File: src/rtl/xdma_narrow_to_remote_arb_if.sv
// Bundle of the narrow requester ports and the single-beat AXI AW/W/B channels
// served by xdma_narrow_to_remote_arb.
interface xdma_narrow_to_remote_arb_if #(
  parameter int unsigned NumInp    = 3,
  parameter int unsigned DataWidth = 64,
  parameter int unsigned AddrWidth = 48
);
  logic [NumInp-1:0]           req_valid_i;
  logic [NumInp-1:0]           req_ready_o;
  logic [NumInp*AddrWidth-1:0] req_addr_i;
  logic [NumInp*DataWidth-1:0] req_data_i;
  logic                        aw_valid_o;
  logic                        aw_ready_i;
  logic [AddrWidth-1:0]        aw_addr_o;
  logic [1:0]                  aw_id_o;
  logic                        w_valid_o;
  logic                        w_ready_i;
  logic [DataWidth-1:0]        w_data_o;
  logic [DataWidth/8-1:0]      w_strb_o;
  logic                        w_last_o;
  logic                        b_valid_i;
  logic                        b_ready_o;
  logic [1:0]                  b_resp_i;
  logic                        busy_o;
  logic                        err_o;

  modport slave (
    input  req_valid_i, req_addr_i, req_data_i, aw_ready_i, w_ready_i, b_valid_i, b_resp_i,
    output req_ready_o, aw_valid_o, aw_addr_o, aw_id_o, w_valid_o, w_data_o, w_strb_o,
           w_last_o, b_ready_o, busy_o, err_o
  );

  modport master (
    output req_valid_i, req_addr_i, req_data_i, aw_ready_i, w_ready_i, b_valid_i, b_resp_i,
    input  req_ready_o, aw_valid_o, aw_addr_o, aw_id_o, w_valid_o, w_data_o, w_strb_o,
           w_last_o, b_ready_o, busy_o, err_o
  );
endinterface

File: src/rtl/xdma_narrow_to_remote_arb.sv
// Round-robin arbiter funnelling narrow single-beat requests into one AXI write
// (AW+W, then B); one transfer in flight at a time.
module xdma_narrow_to_remote_arb #(
  parameter int unsigned NumInp    = 3,
  parameter int unsigned DataWidth = 64,
  parameter int unsigned AddrWidth = 48
) (
  input logic                         clk_i,
  input logic                         rst_i,
  xdma_narrow_to_remote_arb_if.slave  bus
);

  typedef enum logic [1:0] {IDLE, SEND, WAIT_B} state_e;

  state_e               state_q, state_d;
  logic [1:0]           last_grant_q, last_grant_d;
  logic                 aw_done_q, aw_done_d;
  logic                 w_done_q, w_done_d;
  logic [AddrWidth-1:0] addr_q, addr_d;
  logic [DataWidth-1:0] data_q, data_d;
  logic [1:0]           id_q, id_d;
  logic                 aw_valid_q, aw_valid_d;
  logic                 w_valid_q, w_valid_d;
  logic                 b_ready_q, b_ready_d;
  logic                 busy_q, busy_d;
  logic                 err_q, err_d;

  logic                 grant_vld;
  logic [1:0]           grant_idx;
  int unsigned          cand;
  logic [NumInp-1:0]    req_ready;
  logic                 aw_hs, w_hs;

  // Round-robin search begins just after the previous winner.
  always_comb begin
    grant_vld = 1'b0;
    grant_idx = '0;
    cand      = 0;
    for (int unsigned k = 1; k <= NumInp; k++) begin
      cand = (32'(last_grant_q) + k) % NumInp;
      if (!grant_vld && bus.req_valid_i[cand[1:0]]) begin
        grant_vld = 1'b1;
        grant_idx = cand[1:0];
      end
    end
  end

  // Accept is combinational so the requester sees it in the grant cycle itself.
  always_comb begin
    req_ready = '0;
    if (state_q == IDLE && grant_vld && !rst_i) req_ready[grant_idx] = 1'b1;
  end

  assign aw_hs = aw_valid_q & bus.aw_ready_i;
  assign w_hs  = w_valid_q & bus.w_ready_i;

  always_comb begin
    state_d      = state_q;
    last_grant_d = last_grant_q;
    aw_done_d    = aw_done_q;
    w_done_d     = w_done_q;
    addr_d       = addr_q;
    data_d       = data_q;
    id_d         = id_q;
    aw_valid_d   = aw_valid_q;
    w_valid_d    = w_valid_q;
    b_ready_d    = b_ready_q;
    err_d        = 1'b0;
    case (state_q)
      IDLE: begin
        if (grant_vld) begin
          addr_d       = bus.req_addr_i[32'(grant_idx)*AddrWidth +: AddrWidth];
          data_d       = bus.req_data_i[32'(grant_idx)*DataWidth +: DataWidth];
          id_d         = grant_idx;
          last_grant_d = grant_idx;
          aw_done_d    = 1'b0;
          w_done_d     = 1'b0;
          aw_valid_d   = 1'b1;
          w_valid_d    = 1'b1;
          state_d      = SEND;
        end
      end
      SEND: begin
        aw_done_d  = aw_done_q | aw_hs;
        w_done_d   = w_done_q | w_hs;
        aw_valid_d = aw_valid_q & ~aw_hs;
        w_valid_d  = w_valid_q & ~w_hs;
        if (aw_done_d && w_done_d) begin
          b_ready_d = 1'b1;
          state_d   = WAIT_B;
        end
      end
      WAIT_B: begin
        if (bus.b_valid_i) begin
          b_ready_d = 1'b0;
          err_d     = (bus.b_resp_i != 2'b00);
          state_d   = IDLE;
        end
      end
      default: state_d = IDLE;
    endcase
    busy_d = (state_d != IDLE);
  end

  always_ff @(posedge clk_i or posedge rst_i) begin
    if (rst_i) begin
      state_q      <= IDLE;
      last_grant_q <= 2'(NumInp - 1);
      aw_done_q    <= 1'b0;
      w_done_q     <= 1'b0;
      addr_q       <= '0;
      data_q       <= '0;
      id_q         <= '0;
      aw_valid_q   <= 1'b0;
      w_valid_q    <= 1'b0;
      b_ready_q    <= 1'b0;
      busy_q       <= 1'b0;
      err_q        <= 1'b0;
    end else begin
      state_q      <= state_d;
      last_grant_q <= last_grant_d;
      aw_done_q    <= aw_done_d;
      w_done_q     <= w_done_d;
      addr_q       <= addr_d;
      data_q       <= data_d;
      id_q         <= id_d;
      aw_valid_q   <= aw_valid_d;
      w_valid_q    <= w_valid_d;
      b_ready_q    <= b_ready_d;
      busy_q       <= busy_d;
      err_q        <= err_d;
    end
  end

  assign bus.req_ready_o = req_ready;
  assign bus.aw_valid_o  = aw_valid_q;
  assign bus.aw_addr_o   = addr_q;
  assign bus.aw_id_o     = id_q;
  assign bus.w_valid_o   = w_valid_q;
  assign bus.w_data_o    = data_q;
  assign bus.w_strb_o    = '1;
  assign bus.w_last_o    = 1'b1;
  assign bus.b_ready_o   = b_ready_q;
  assign bus.busy_o      = busy_q;
  assign bus.err_o       = err_q;

endmodule

File: src/flat_wrapper.sv
// flat-port wrapper written by rule: the top's interface ports become plain ports
module xdma_narrow_to_remote_arb_flat 
#(
  parameter int unsigned NumInp    = 3,
  parameter int unsigned DataWidth = 64,
  parameter int unsigned AddrWidth = 48
)
  (clk_i, rst_i, bus_req_valid_i, bus_req_addr_i, bus_req_data_i, bus_aw_ready_i, bus_w_ready_i, bus_b_valid_i, bus_b_resp_i, bus_req_ready_o, bus_aw_valid_o, bus_aw_addr_o, bus_aw_id_o, bus_w_valid_o, bus_w_data_o, bus_w_strb_o, bus_w_last_o, bus_b_ready_o, bus_busy_o, bus_err_o);
  xdma_narrow_to_remote_arb_if #(.NumInp(NumInp), .DataWidth(DataWidth), .AddrWidth(AddrWidth)) bus_i ();
  input logic clk_i;
  input logic rst_i;
  input wire logic [$bits(bus_i.req_valid_i)-1:0] bus_req_valid_i;
  input wire logic [$bits(bus_i.req_addr_i)-1:0] bus_req_addr_i;
  input wire logic [$bits(bus_i.req_data_i)-1:0] bus_req_data_i;
  input wire logic [$bits(bus_i.aw_ready_i)-1:0] bus_aw_ready_i;
  input wire logic [$bits(bus_i.w_ready_i)-1:0] bus_w_ready_i;
  input wire logic [$bits(bus_i.b_valid_i)-1:0] bus_b_valid_i;
  input wire logic [$bits(bus_i.b_resp_i)-1:0] bus_b_resp_i;
  output wire logic [$bits(bus_i.req_ready_o)-1:0] bus_req_ready_o;
  output wire logic [$bits(bus_i.aw_valid_o)-1:0] bus_aw_valid_o;
  output wire logic [$bits(bus_i.aw_addr_o)-1:0] bus_aw_addr_o;
  output wire logic [$bits(bus_i.aw_id_o)-1:0] bus_aw_id_o;
  output wire logic [$bits(bus_i.w_valid_o)-1:0] bus_w_valid_o;
  output wire logic [$bits(bus_i.w_data_o)-1:0] bus_w_data_o;
  output wire logic [$bits(bus_i.w_strb_o)-1:0] bus_w_strb_o;
  output wire logic [$bits(bus_i.w_last_o)-1:0] bus_w_last_o;
  output wire logic [$bits(bus_i.b_ready_o)-1:0] bus_b_ready_o;
  output wire logic [$bits(bus_i.busy_o)-1:0] bus_busy_o;
  output wire logic [$bits(bus_i.err_o)-1:0] bus_err_o;
  assign bus_i.req_valid_i = bus_req_valid_i;
  assign bus_i.req_addr_i = bus_req_addr_i;
  assign bus_i.req_data_i = bus_req_data_i;
  assign bus_i.aw_ready_i = bus_aw_ready_i;
  assign bus_i.w_ready_i = bus_w_ready_i;
  assign bus_i.b_valid_i = bus_b_valid_i;
  assign bus_i.b_resp_i = bus_b_resp_i;
  assign bus_req_ready_o = bus_i.req_ready_o;
  assign bus_aw_valid_o = bus_i.aw_valid_o;
  assign bus_aw_addr_o = bus_i.aw_addr_o;
  assign bus_aw_id_o = bus_i.aw_id_o;
  assign bus_w_valid_o = bus_i.w_valid_o;
  assign bus_w_data_o = bus_i.w_data_o;
  assign bus_w_strb_o = bus_i.w_strb_o;
  assign bus_w_last_o = bus_i.w_last_o;
  assign bus_b_ready_o = bus_i.b_ready_o;
  assign bus_busy_o = bus_i.busy_o;
  assign bus_err_o = bus_i.err_o;
  xdma_narrow_to_remote_arb #(.NumInp(NumInp), .DataWidth(DataWidth), .AddrWidth(AddrWidth)) u_core (.clk_i(clk_i), .rst_i(rst_i), .bus(bus_i));
endmodule
File: config.mk
export PLATFORM = sky130hd
export DESIGN_NAME = xdma_narrow_to_remote_arb_flat
export DESIGN_NICKNAME = d
export VERILOG_FILES = /design/src/rtl/xdma_narrow_to_remote_arb_if.sv /design/src/rtl/xdma_narrow_to_remote_arb.sv /design/src/flat_wrapper.sv
export SDC_FILE = /design/constraint.sdc
export NUM_CORES = 1
export LEC_CHECK = 0
export ABC_AREA = 1
export CORE_AREA = 2 2 186 188
export CTS_BUF_LIST = sky130_fd_sc_hd__clkbuf_2 sky130_fd_sc_hd__clkbuf_4 sky130_fd_sc_hd__clkbuf_8
export DETAILED_ROUTE_END_ITERATION = 8
export DIE_AREA = 0 0 188 190
export GPL_TIMING_DRIVEN = 1
export PLACE_DENSITY = 0.53
export SETUP_SLACK_MARGIN = 0.2
export SLEW_MARGIN = 20
export SYNTH_ARGS = -nofsm -noshare
export SYNTH_HDL_FRONTEND = slang
export SYNTH_SLANG_ARGS = --single-unit
File: constraint.sdc
create_clock -name clk_i -period 5.9 [get_ports clk_i]
set_input_delay 0.885 -clock clk_i [delete_from_list [all_inputs] [get_ports clk_i]]
set_output_delay 0.885 -clock clk_i [all_outputs]
set_load 0.01 [all_outputs]
---- Yosys cells after proc, flatten, opt, wreduce, memory -nomap -nowiden ----
Index checks and enable logic that the tools add are counted.
word-level totals
  register bits ........................... 125
  logic and storage cells ................. 86
  bits of input ports ..................... 346
  output and inout port bits .............. 131
operators by class
  eq/ne operators ......................... 5
  bitwise operators ....................... 8
  reductions and logical operators ........ 17
  muxes and demuxes ....................... 30
  shifts and indexed selects .............. 2
  add/sub/neg operators ................... 3
  divide/modulo/power cells ............... 3
  order comparisons ....................... 5
  multiply operators ...................... 1
operators with widths
  cell                                                                          number
  192-bit by 9-bit indexed part select with 64-bit output                       1
  144-bit by 9-bit indexed part select with 48-bit output                       1
  32-bit by 2-bit remainder unit with 32-bit output, second input constant      3
  1-bit 2-to-1 mux                                                              13
  2-bit by 3-bit less-than comparator with 1-bit output, second input constant  4
  2-bit 2-to-1 mux                                                              6
  1-bit case mux with 2 select lines                                            5
  2-bit nonzero test                                                            4
  2-bit by 2-bit adder with 3-bit output, second input constant                 2
  1-bit binary-select mux with 2-bit select                                     3
  1-bit logical AND                                                             6
  2-bit case mux with 3 select lines                                            1
  1-bit bitwise AND                                                             4
  2-bit by 2-bit multiplier with 4-bit output, second input constant            1
  2-bit by 1-bit != test with 1-bit output, second input constant               2
  2-bit AND reduction                                                           2
  2-bit by 1-bit adder with 3-bit output, second input constant                 1
  1-bit logical NOT                                                             3
  3-bit 2-to-1 mux                                                              1
  3-bit AND reduction                                                           1
  1-bit demux with 2-bit select                                                 1
  2-bit by 1-bit == test with 1-bit output, second input constant               1
  2-bit == test, second input constant                                          1
  2-bit by 1-bit >= comparator with 1-bit output, second input constant         1
  4 further kinds                                                               6

---- Logic depth before layout (Yosys ltp) ----
Gate-level depths: netlist of run 1.
  depth after elaboration ................. 16
  depth in mapped cells ................... 17
  gate-level depth less buffers ........... 14

---- Least setup slack after synthesis of run 1 ----
No wires, ideal clock.
  kind .................................... input port to output port
  from .................................... input rst_i
  to ...................................... output bus_req_ready_o[0]
  cell stages on the path ................. 3
  buffers on the path ..................... 0
  required time ........................... 5.015 ns
  setup slack ............................. 0.856 ns
  data arrival time ....................... 4.159 ns
  cells stage by stage .................... inv_1 nand2_1 nor3_1
between the ends
  word-level cells in the longest chain between the ends .. 3
ends and longest elaborated chain
  what                line                             text
  start: declaration  flat_wrapper.sv:11               input logic rst_i;
  1-bit logical NOT   xdma_narrow_to_remote_arb.sv:51  if (state_q == IDLE && grant_vld && !rst_i) req_ready[grant_idx] = 1'b1;
  1-bit logical AND   xdma_narrow_to_remote_arb.sv:51
  3-bit 2-to-1 mux    xdma_narrow_to_remote_arb.sv:51
  end: declaration    flat_wrapper.sv:19               output wire logic [$bits(bus_i.req_ready_o)-1:0] bus_req_ready_o;
Every way passes these cells.

---- Worst setup path in the final report of run 1 ----
  from .................................... input bus_req_valid_i[1]
  to ...................................... output bus_req_ready_o[0]
between the ends
  word-level cells in the longest chain between the ends .. 14
  elaborated cells between the ends (all ways) .. 24
  those cells by class .................... order compare (2); mux (15); reduce/logical (7)
ends and longest elaborated chain
  what                                                                                                                                           line                             text
  start: declaration                                                                                                                             flat_wrapper.sv:12               input wire logic [$bits(bus_i.req_valid_i)-1:0] bus_req_valid_i;
  1-bit binary-select mux with 2-bit select                                                                                                      xdma_narrow_to_remote_arb.sv:41  if (!grant_vld && bus.req_valid_i[cand[1:0]]) begin
  1-bit 2-to-1 mux (not written as such)                                                                                                         xdma_narrow_to_remote_arb.sv:41
  1-bit 2-to-1 mux                                                                                                                               xdma_narrow_to_remote_arb.sv:41
  1-bit logical NOT                                                                                                                              xdma_narrow_to_remote_arb.sv:41
  1-bit logical AND                                                                                                                              xdma_narrow_to_remote_arb.sv:41
  1-bit 2-to-1 mux                                                                                                                               xdma_narrow_to_remote_arb.sv:41
  1-bit logical NOT                                                                                                                              xdma_narrow_to_remote_arb.sv:41
  1-bit logical AND                                                                                                                              xdma_narrow_to_remote_arb.sv:41
  2-bit 2-to-1 mux                                                                                                                               xdma_narrow_to_remote_arb.sv:41
  2-bit by 3-bit less-than comparator with 1-bit output (not written as such) or 2-bit by 1-bit >= comparator with 1-bit output (tied branches)  xdma_narrow_to_remote_arb.sv:51
  1-bit logical AND (not written as such)                                                                                                        xdma_narrow_to_remote_arb.sv:51
  1-bit 2-to-1 mux (not written as such)                                                                                                         xdma_narrow_to_remote_arb.sv:51
  1-bit demux with 2-bit select                                                                                                                  --
  3-bit 2-to-1 mux (*)                                                                                                                           xdma_narrow_to_remote_arb.sv:51
Every way passes the cells marked *; elsewhere a longest branch is shown, timed or not. The select of a mux whose other input is x is not followed.

==> flow_summary.json, run 1 <==
{
  "ys_seq_elements": 124,
  "synthTopCellsByArea": "dfrtp_1 (41%), nand2_1 (19%), a21oi_1 (15%)",
  "skew_ns": 0.0166,
  "required_ns": 5.02,
  "dr.pass1.iters": 5,
  "grt.overflow.total": 0,
  "htreeDepth": 4,
  "peakVddDrop_uv": 254,
  "criticalPathCategory": "in2out",
  "r2r_end": "u_core.bus.aw_addr_o[43]$_DFFE_PP0P_",
  "cts_made_buffers": 17,
  "multi_input_area_mm2": 0.00379,
  "layout_commonest_cell": "clkdlybuf4s50_1",
  "finish.utilization_pct": 37.5,
  "hold_path.class": "reg2reg",
  "synth.largest_area_cell": "dfrtp_1",
  "final_net_count": 1858,
  "hold_viol_final": 0,
  "period_needed_ns": 4.48,
  "place_worst_setup_slack_ns": 1.41,
  "clk_path_buf_depth": 2,
  "cts_tree": "yes",
  "drt-initial-drc-count": 374,
  "cts_setup_buffers": 0,
  "dp.final_hpwl_um": 24400,
  "wl_um": 34400,
  "clk_pin_slew_ns": 0.07,
  "ioPinCount": 477,
  "drc": 0,
  "r2r_cells": 14,
  "syn-cell-area_mm2": 0.00746,
  "first_global_vias": 8844,
  "setup_ws_ns": 1.42,
  "timing.slew.headroom_pct": 30.2,
  "gp_congestion": 0.811,
  "cp-start-kind": "input port",
  "synth_edf_count": 0,
  "clockRootBuffer": "clkbuf_8",
  "synthCells": 1097,
  "setup_viol": 0,
  "cp_max_fo": 40,
  "leakage_uw": 0.00565,
  "grt_pass1_wl_um": 52200,
  "final_cell_mix": "clkdlybuf4s50_1 (467), nand2_1 (372), a21oi_1 (226)",
  "worstPathArrival_ns": 3.60,
  "postCtsResizedCells": 0,
  "ff2ff_setup_slack_ns": 2.22,
  "crit_path_end_kind": "output pin",
  "crit-reg2reg-launch": "u_core.bus.aw_id_o[0]$_DFFE_PP0P_",
  "diodes": 0,
  "postCtsHoldBufs": 0,
  "num-fill-cells": 3527,
  "clk_latency_ns": 0.45,
  "vias": 8893,
  "register_area_mm2": 0.00310,
  "yosysTopAreaCellShare_pct": 41.3,
  "tns_ns": 0,
  "ys_seq_area_share_pct": 41.6,
  "die_area_mm2": 0.0357,
  "tightest_slew_ns": 1.05,
  "die_height_um": 190,
  "holdCritStartpoint": "u_core.bus.aw_id_o[1]$_DFFE_PP0P_",
  "status": "finished, final reports clean",
  "io_buffer_count": 467,
  "syn2layout_area_growth_pct": 70.6,
  "setup.worst_path.end": "bus_req_ready_o[0]",
  "startpoint": "bus_req_valid_i[1]",
  "die_x_um": 188,
  "final_antenna_net_count": 0,
  "fin_crit_sh_pct": 75.9,
  "viasPerCell": 4.50,
  "num_rows": 68,
  "yosys_most_used_dff": "dfrtp_1",
  "drive_gt1_share_pct": 3.75,
  "initial_core_util_pct": 22.0,
  "track_usage_pct": 18.8,
  "yosysWarnings": 0,
  "antenna_found_initial": 1,
  "ys_types": 23,
  "grt_start_max_net_pins": 94,
  "wire_per_inst_um": 17.4,
  "drv_slew": 0,
  "async_flop_share_pct": 100,
  "rsz0062_at_grt": "false",
  "fmax_mhz": 223,
  "clkSinkCount": 124,
  "cap_violations": 0,
  "power_density_mw_per_mm2": 554,
  "core_mm2": 0.0339,
  "post_synth.cell_area_avg_um2": 6.80
}
-- sequential cells by signal, indices dropped and copies added (netlist names) --
signal and cells:
u_core.bus.w_data_o 64, u_core.aw_done_q 1, u_core.bus.aw_id_o 2, u_core.bus.w_valid_o 1
u_core.bus.b_ready_o 1, u_core.bus.busy_o 1, u_core.last_grant_q 1, u_core.state_q 2
u_core.bus.err_o 1, u_core.w_done_q 1, u_core.bus.aw_valid_o 1, u_core.bus.aw_addr_o 48
-- power breakdown --
part	switching, µW	internal, µW
Combinational	2810	1850
Sequential	242	1320
Clock	383	442
Total	3440	3620
-- worst min-delay path by stage --
stage,slack [ns],endpoint,cells past startpoint
after global placement,0.47,u_core.bus.aw_id_o[1]$_DFFE_PP0P_,2
after CTS,0.50,u_core.bus.aw_id_o[1]$_DFFE_PP0P_,2
after detailed placement,0.47,u_core.bus.aw_id_o[1]$_DFFE_PP0P_,2
final,0.50,u_core.bus.aw_id_o[1]$_DFFE_PP0P_,2
after global routing,0.53,u_core.bus.aw_id_o[1]$_DFFE_PP0P_,2
after floorplan,0.49,u_core.aw_done_q$_DFFE_PP0P_,2
-- layout make-up --
cell class	count	share of cell area, %
inverters	15	0.541
clock buffers	21	2.12
repair buffers	480	37.5
flip-flops and latches	124	24.4
well taps	455	4.47
clock inverters	11	1.13
multi-input cells	870	29.8
-- metal layers --
metal / global-route usage (%) / wire (µm) / part of all wire (%)
met5: 0 / 13 / 0.038
met4: 4.54 / 491 / 1.4
met3: 5.50 / 2670 / 7.8
met2: 32.6 / 16800 / 49
met1: 22.8 / 14400 / 42
-- stage by stage --
stage | instances | hold slack [ns] | power, µW | instance area [µm²]
floorplan | 1105 | 0.486 | 4450 | 7490
global placement | 1944 | 0.467 | 6270 | 12300
detailed placement | 1944 | 0.470 | 6320 | 12300
CTS | 1976 | 0.496 | 7180 | 12700
global route | 1976 | 0.534 | 7740 | 12700
finish | 1976 | 0.495 | 7050 | 12700
-- logic make-up after synthesis --
| group | synth area share [%] |
|---|---|
| DFF | 41.6 |
| buffers and inverters | 8.20 |
| other | 0.0503 |
| AOI/OAI and AO/OA | 15.9 |
| adders and majority gates | 0.671 |
| and+or+nand+nor | 33.6 |
-- critical path, cell delays in order --
cell and delay (ns):
clkdlybuf4s50_1 0.57, nand2_1 0.08, a21oi_1 0.30, nor2_1 0.11
nor2_1 0.11, nand2_1 0.09, nand2_4 0.29, buf_4 0.49
nor3_1 0.11, clkdlybuf4s50_1 0.49
-- Yosys cell counts, types with 2 or more instances --
cell type  instances
buf_2             51
clkbuf_1          14
o21ai_0            3
a21oi_1          226
nor2_1           121
nand2_1          372
buf_4             19
inv_2              5
nand3_1          120
o21ai_1            6
inv_1             10
buf_1              4
nor3_1             2
ha_1               4
buf_6              8
dfrtp_1          123
nand2_2            3
(Power assumes the default switching activity.)
==> run 2, diff against run 1 <==
Clock period 5.9 ns to 4.17 ns, I/O delays scaled along.
==> run 2 against run 1 <==
  * First-iteration DRC count fell by 0.80%
  * Largest power group unchanged
  * Register-to-register slack got worse by 1.4 ns
  * Clock power rose by 59%
  * Non-clock buffer count rose by 1
  * Largest cell class unchanged
  * Sequential share of layout area fell by 0.16 points
  * Die area did not move
  * Count of clock-buffer cells in the layout fell by 3
  * Highest routed layer is now met4
==> flow_summary.json, run 2 (synthesized netlist as in run 1, its figures left out) <==
{
  "period_needed_ns": 3.52,
  "core_mm2": 0.0339,
  "clockRootBuffer": "clkbuf_8",
  "postCtsResizedCells": 0,
  "crit_family": "simple AND/OR/NAND/NOR gates",
  "cp-start-kind": "flip-flop",
  "cts_tree": "yes",
  "critPathSlowestCell": "clkdlybuf4s50_1",
  "hold_viol_final": 0,
  "required_ns": 3.54,
  "clk_latency_ns": 0.46,
  "cp_max_fo": 9,
  "wire_per_inst_um": 17.1,
  "drive_gt1_share_pct": 3.81,
  "wl_um": 33800,
  "clk_pin_slew_ns": 0.08,
  "worstPathArrival_ns": 2.89,
  "die_height_um": 190,
  "multi_input_area_mm2": 0.00379,
  "crit-reg2reg-launch": "u_core.bus.aw_id_o[0]$_DFFE_PP0P_",
  "fmax_mhz": 284,
  "first_global_vias": 8598,
  "clkSinkCount": 124,
  "drt-initial-drc-count": 371,
  "final_net_count": 1859,
  "power_density_mw_per_mm2": 793,
  "drv_slew": 0,
  "r2r_end": "u_core.bus.w_data_o[30]$_DFFE_PP0P_",
  "tns_ns": 0,
  "die_area_mm2": 0.0357,
  "postCtsHoldBufs": 0,
  "dp.final_hpwl_um": 24000,
  "place_worst_setup_slack_ns": 0.654,
  "antenna_found_initial": 0,
  "initial_core_util_pct": 22.0,
  "skew_ns": 0.0183,
  "hold_path.class": "in2async",
  "register_area_mm2": 0.00310,
  "num-fill-cells": 3528,
  "cap_violations": 0,
  "dr.pass1.iters": 5,
  "setup_ws_ns": 0.651,
  "crit_buf_inv": 3,
  "final_antenna_net_count": 0,
  "gp_congestion": 0.833,
  "largest_reg_flops": 64,
  "cts_setup_buffers": 0,
  "htreeDepth": 4,
  "peakVddDrop_uv": 730,
  "clk_path_buf_depth": 2,
  "criticalPathCategory": "reg2out",
  "drc": 0,
  "cts_made_buffers": 17,
  "crit_path_end_kind": "output pin",
  "crit_top_cell": "nand2_1",
  "viasPerCell": 4.51,
  "tightest_slew_ns": 0.857,
  "syn2layout_area_growth_pct": 71.7,
  "layout_commonest_cell": "clkdlybuf4s50_1",
  "grt_start_max_net_pins": 114,
  "ioPinCount": 477,
  "grt_pass1_wl_um": 50300,
  "fin_crit_sh_pct": 84.4,
  "rsz0062_at_grt": "false",
  "diodes": 0,
  "num_rows": 68,
  "status": "finished, final reports clean",
  "ff2ff_setup_slack_ns": 0.85,
  "grt.overflow.total": 0,
  "io_buffer_count": 467,
  "vias": 8924,
  "timing.slew.headroom_pct": 42.9,
  "die_x_um": 188,
  "track_usage_pct": 18.1,
  "leakage_uw": 0.00567,
  "r2r_cells": 12,
  "setup_viol": 0,
  "cp_slowest_stage_delay_ns": 0.57,
  "crit_chain": "inv_1 -> ha_1 -> nand2_1 -> nand3_1 -> nand2_1 -> nand3_1 -> nand2_4 -> inv_4 -> nand2_1 -> nor3_1 -> clkdlybuf4s50_1",
  "final_cell_mix": "clkdlybuf4s50_1 (467), nand2_1 (372), a21oi_1 (226)"
}
run 2: how the worst max path moves through the flow:
stage | to | slack [ns] | cells past startpoint | startpoint
floorplan | bus_req_ready_o[0] | 0.68 | 3 | rst_i
global placement | u_core.bus.busy_o$_DFF_PP0_ | 0.79 | 9 | bus_req_valid_i[1]
detailed placement | u_core.bus.busy_o$_DFF_PP0_ | 0.65 | 9 | bus_req_valid_i[1]
CTS | bus_req_ready_o[0] | 0.57 | 12 | u_core.last_grant_q[1]$_DFFE_PP1P_
global route | bus_req_ready_o[0] | 0.38 | 12 | u_core.last_grant_q[1]$_DFFE_PP1P_
finish | bus_req_ready_o[0] | 0.65 | 11 | u_core.bus.aw_id_o[0]$_DFFE_PP0P_
run 2: area by class of cell:
cell class	count	share of cell area [%]
sequential	124	24.2
clock buffer	18	1.93
tap	455	4.45
multi-input combinational	870	29.6
inverter	15	0.528
clock inverter	14	1.70
timing repair buffer	481	37.5
run 2: routing by layer:
layer | vias up | track usage (%) | part of all wire, %
li1 | 4384 | - | -
met1 | 4162 | 22.4 | 43
met2 | 346 | 30.8 | 48
met3 | 32 | 5.15 | 7.8
met4 | 0 | 5.36 | 1.7
met5 | - | 0 | 0
run 2: through the flow:
| stage | total power [µW] | std cells | cell area (µm²) | util, % | hold slack, ns |
|---|---|---|---|---|---|
| 2_1_floorplan | 6290 | 1105 | 7490 | - | 0.486 |
| 3_3_place_gp | 8890 | 1945 | 12300 | 36.4 | 0.464 |
| 3_5_place_dp | 8960 | 1945 | 12300 | 36.4 | 0.469 |
| 4_1_cts | 10300 | 1977 | 12800 | 37.7 | 0.416 |
| 5_1_grt | 11100 | 1977 | 12800 | 37.7 | 0.439 |
| 6_report | 10200 | 1977 | 12800 | 37.7 | 0.450 |
run 2: where the power goes:
part | internal, µW | switching, µW
registers | 1870 | 333
logic | 2650 | 3990
clock network | 730 | 576
total | 5250 | 4900
==> run 3, diff against run 2 <==
Settings changed: PLACE_DENSITY 0.53 to 0.55.
Clock period 4.17 ns to 3.22 ns, I/O delays scaled along.
==> run 3 against run 2 <==
  * Register-to-register slack got worse by 0.31 ns
  * Setup slack got worse by 0.33 ns
  * Die area unchanged
  * Highest routed layer is now met5
  * Hold slack improved by 0.042 ns
  * Cell area increased by 0.38%
  * Count of clock-buffer cells in the layout increased by 4
  * Cell count decreased by 0.10%
  * Sequential cell count unchanged
==> flow_summary.json, run 3 (synthesized netlist as in run 1, its figures left out) <==
{
  "leakage_uw": 0.00568,
  "drt-initial-drc-count": 337,
  "final_cell_mix": "clkdlybuf4s50_1 (464), nand2_1 (371), a21oi_1 (225)",
  "crit_top_cell": "nand2_1",
  "setup_viol": 0,
  "hold_path.class": "reg2reg",
  "cp_max_fo": 5,
  "rsz0062_at_grt": "true",
  "first_global_vias": 8717,
  "drive_gt1_share_pct": 4.08,
  "criticalPathCategory": "reg2out",
  "crit_chain": "inv_1 -> ha_1 -> inv_2 -> nand2_1 -> a21oi_2 -> nor2_1 -> nand3_1 -> nand2_4 -> inv_4 -> nand2_1 -> nor3_1 -> clkbuf_2",
  "die_area_mm2": 0.0357,
  "holdCritStartpoint": "u_core.bus.aw_id_o[1]$_DFFE_PP0P_",
  "cp_slowest_stage_delay_ns": 0.58,
  "period_needed_ns": 2.90,
  "finalPower_uw": 13200,
  "crit-reg2reg-launch": "u_core.last_grant_q[1]$_DFFE_PP1P_",
  "antenna_found_initial": 1,
  "clkSinkCount": 124,
  "num_rows": 68,
  "status": "finished, final reports clean",
  "tns_ns": 0,
  "grt_pass1_wl_um": 50700,
  "io_buffer_count": 467,
  "viasPerCell": 4.55,
  "crit_path_end_kind": "output pin",
  "die_x_um": 188,
  "drc": 0,
  "ff2ff_setup_slack_ns": 0.54,
  "grt_start_max_net_pins": 119,
  "tightest_slew_ns": 0.887,
  "gp_congestion": 0.856,
  "worstPathArrival_ns": 2.42,
  "cap_violations": 0,
  "largest_reg_flops": 64,
  "timing.slew.headroom_pct": 40.9,
  "ioPinCount": 477,
  "hold-path-cell-count": 2,
  "htreeDepth": 4,
  "clk_latency_ns": 0.45,
  "wl_um": 33900,
  "diodes": 0,
  "clk_path_buf_depth": 2,
  "cts_setup_buffers": 0,
  "track_usage_pct": 18.2,
  "hold_viol_final": 0,
  "power_density_mw_per_mm2": 1030,
  "die_height_um": 190,
  "met1Wirelength_um": 13800,
  "cp-start-kind": "flip-flop",
  "wire_per_inst_um": 17.2,
  "r2r_cells": 13,
  "layout_commonest_cell": "clkdlybuf4s50_1",
  "dp.final_hpwl_um": 23100,
  "r2r_end": "u_core.bus.aw_addr_o[26]$_DFFE_PP0P_",
  "vias": 8978,
  "wl_met2_um": 16000,
  "highest_layer": "met5",
  "clockRootBuffer": "clkbuf_8",
  "dr.pass1.iters": 7,
  "met3_length_um": 2810,
  "cts_made_buffers": 17,
  "critPathSlowestCell": "dfstp_2",
  "clk_pin_slew_ns": 0.09,
  "syn2layout_area_growth_pct": 72.4,
  "initial_core_util_pct": 22.0,
  "fin_crit_sh_pct": 90.1,
  "whs_endpoint": "u_core.bus.aw_id_o[1]$_DFFE_PP0P_",
  "cts_tree": "yes",
  "core_mm2": 0.0339,
  "peakVddDrop_uv": 795,
  "drv_slew": 0,
  "required_ns": 2.74,
  "skew_ns": 0.0130,
  "setup_ws_ns": 0.318,
  "final_net_count": 1857,
  "place_worst_setup_slack_ns": 0.195,
  "final_antenna_net_count": 0,
  "fmax_mhz": 345,
  "grt.overflow.total": 0
}
## run 3: cell count changes in the layout (fill, tap and decap cells not counted), sizes merged
cell	delta
inv	-1
clkinvlp	+1
clkbuf	+7
clkdlybuf4s50	-3
bufinv	-1
buf	-2
clkinv	-3
## run 3: layout make-up
class	count	area, µm²
Clock inverter	10	160
Timing Repair Buffer	479	4840
Multi-Input combinational cell	870	3810
Inverter	15	67.6
Clock buffer	22	303
Sequential cell	124	3100
Tap cell	455	569
Fill cell	3519	21100
## run 3: critical path, delay by kind of cell, from the launching register on
family | cells | cell delay (ns)
DFF | 1 | 0.58
and+or+nand+nor | 6 | 0.56
buffers and inverters | 4 | 0.44
adders and majority gates | 1 | 0.23
AOI/OAI and AO/OA | 1 | 0.16
## run 3: per-layer routing
metal / global-route usage, % / vias up
li1: - / 4378
met1: 21.2 / 4161
met2: 30.6 / 379
met3: 6.03 / 58
met4: 8.00 / 2
met5: 0 / -
## run 3: timing repair
item | 4_1_cts | 5_1_grt
hold buffers | 0 | 0
setup endpoints to repair | 3 | 3
pin swaps | 0 | 0
gates resized for setup | 6 | 8
## run 3: how the worst max path moves through the flow
stage / start / end / slack, ns / depth (start not counted)
global route: u_core.last_grant_q[1]$_DFFE_PP1P_ / bus_req_ready_o[0] / 0.17 / 12
global placement: bus_req_valid_i[1] / bus_req_ready_o[0] / 0.25 / 10
floorplan: rst_i / bus_req_ready_o[0] / 0.06 / 3
CTS: u_core.last_grant_q[1]$_DFFE_PP1P_ / bus_req_ready_o[0] / 0.17 / 12
detailed placement: bus_req_valid_i[1] / bus_req_ready_o[0] / 0.20 / 10
finish: u_core.last_grant_q[1]$_DFFE_PP1P_ / bus_req_ready_o[0] / 0.32 / 12
## run 3: through the flow
step / utilization (%) / hold slack [ns] / cells / area [µm²]
after CTS: 37.9 / 0.493 / 1975 / 12900
after global routing: 37.9 / 0.542 / 1975 / 12900
after floorplan: - / 0.486 / 1105 / 7490
after detailed placement: 36.5 / 0.472 / 1943 / 12400
final: 37.9 / 0.492 / 1975 / 12900
after global placement: 36.5 / 0.465 / 1943 / 12400
## run 3: power by group
group | leakage [µW] | switching, µW | internal (µW)
clock network | 0.000223 | 722 | 946
registers | 0.00140 | 432 | 2430
logic | 0.00406 | 5160 | 3520
total | 0.00568 | 6320 | 6890
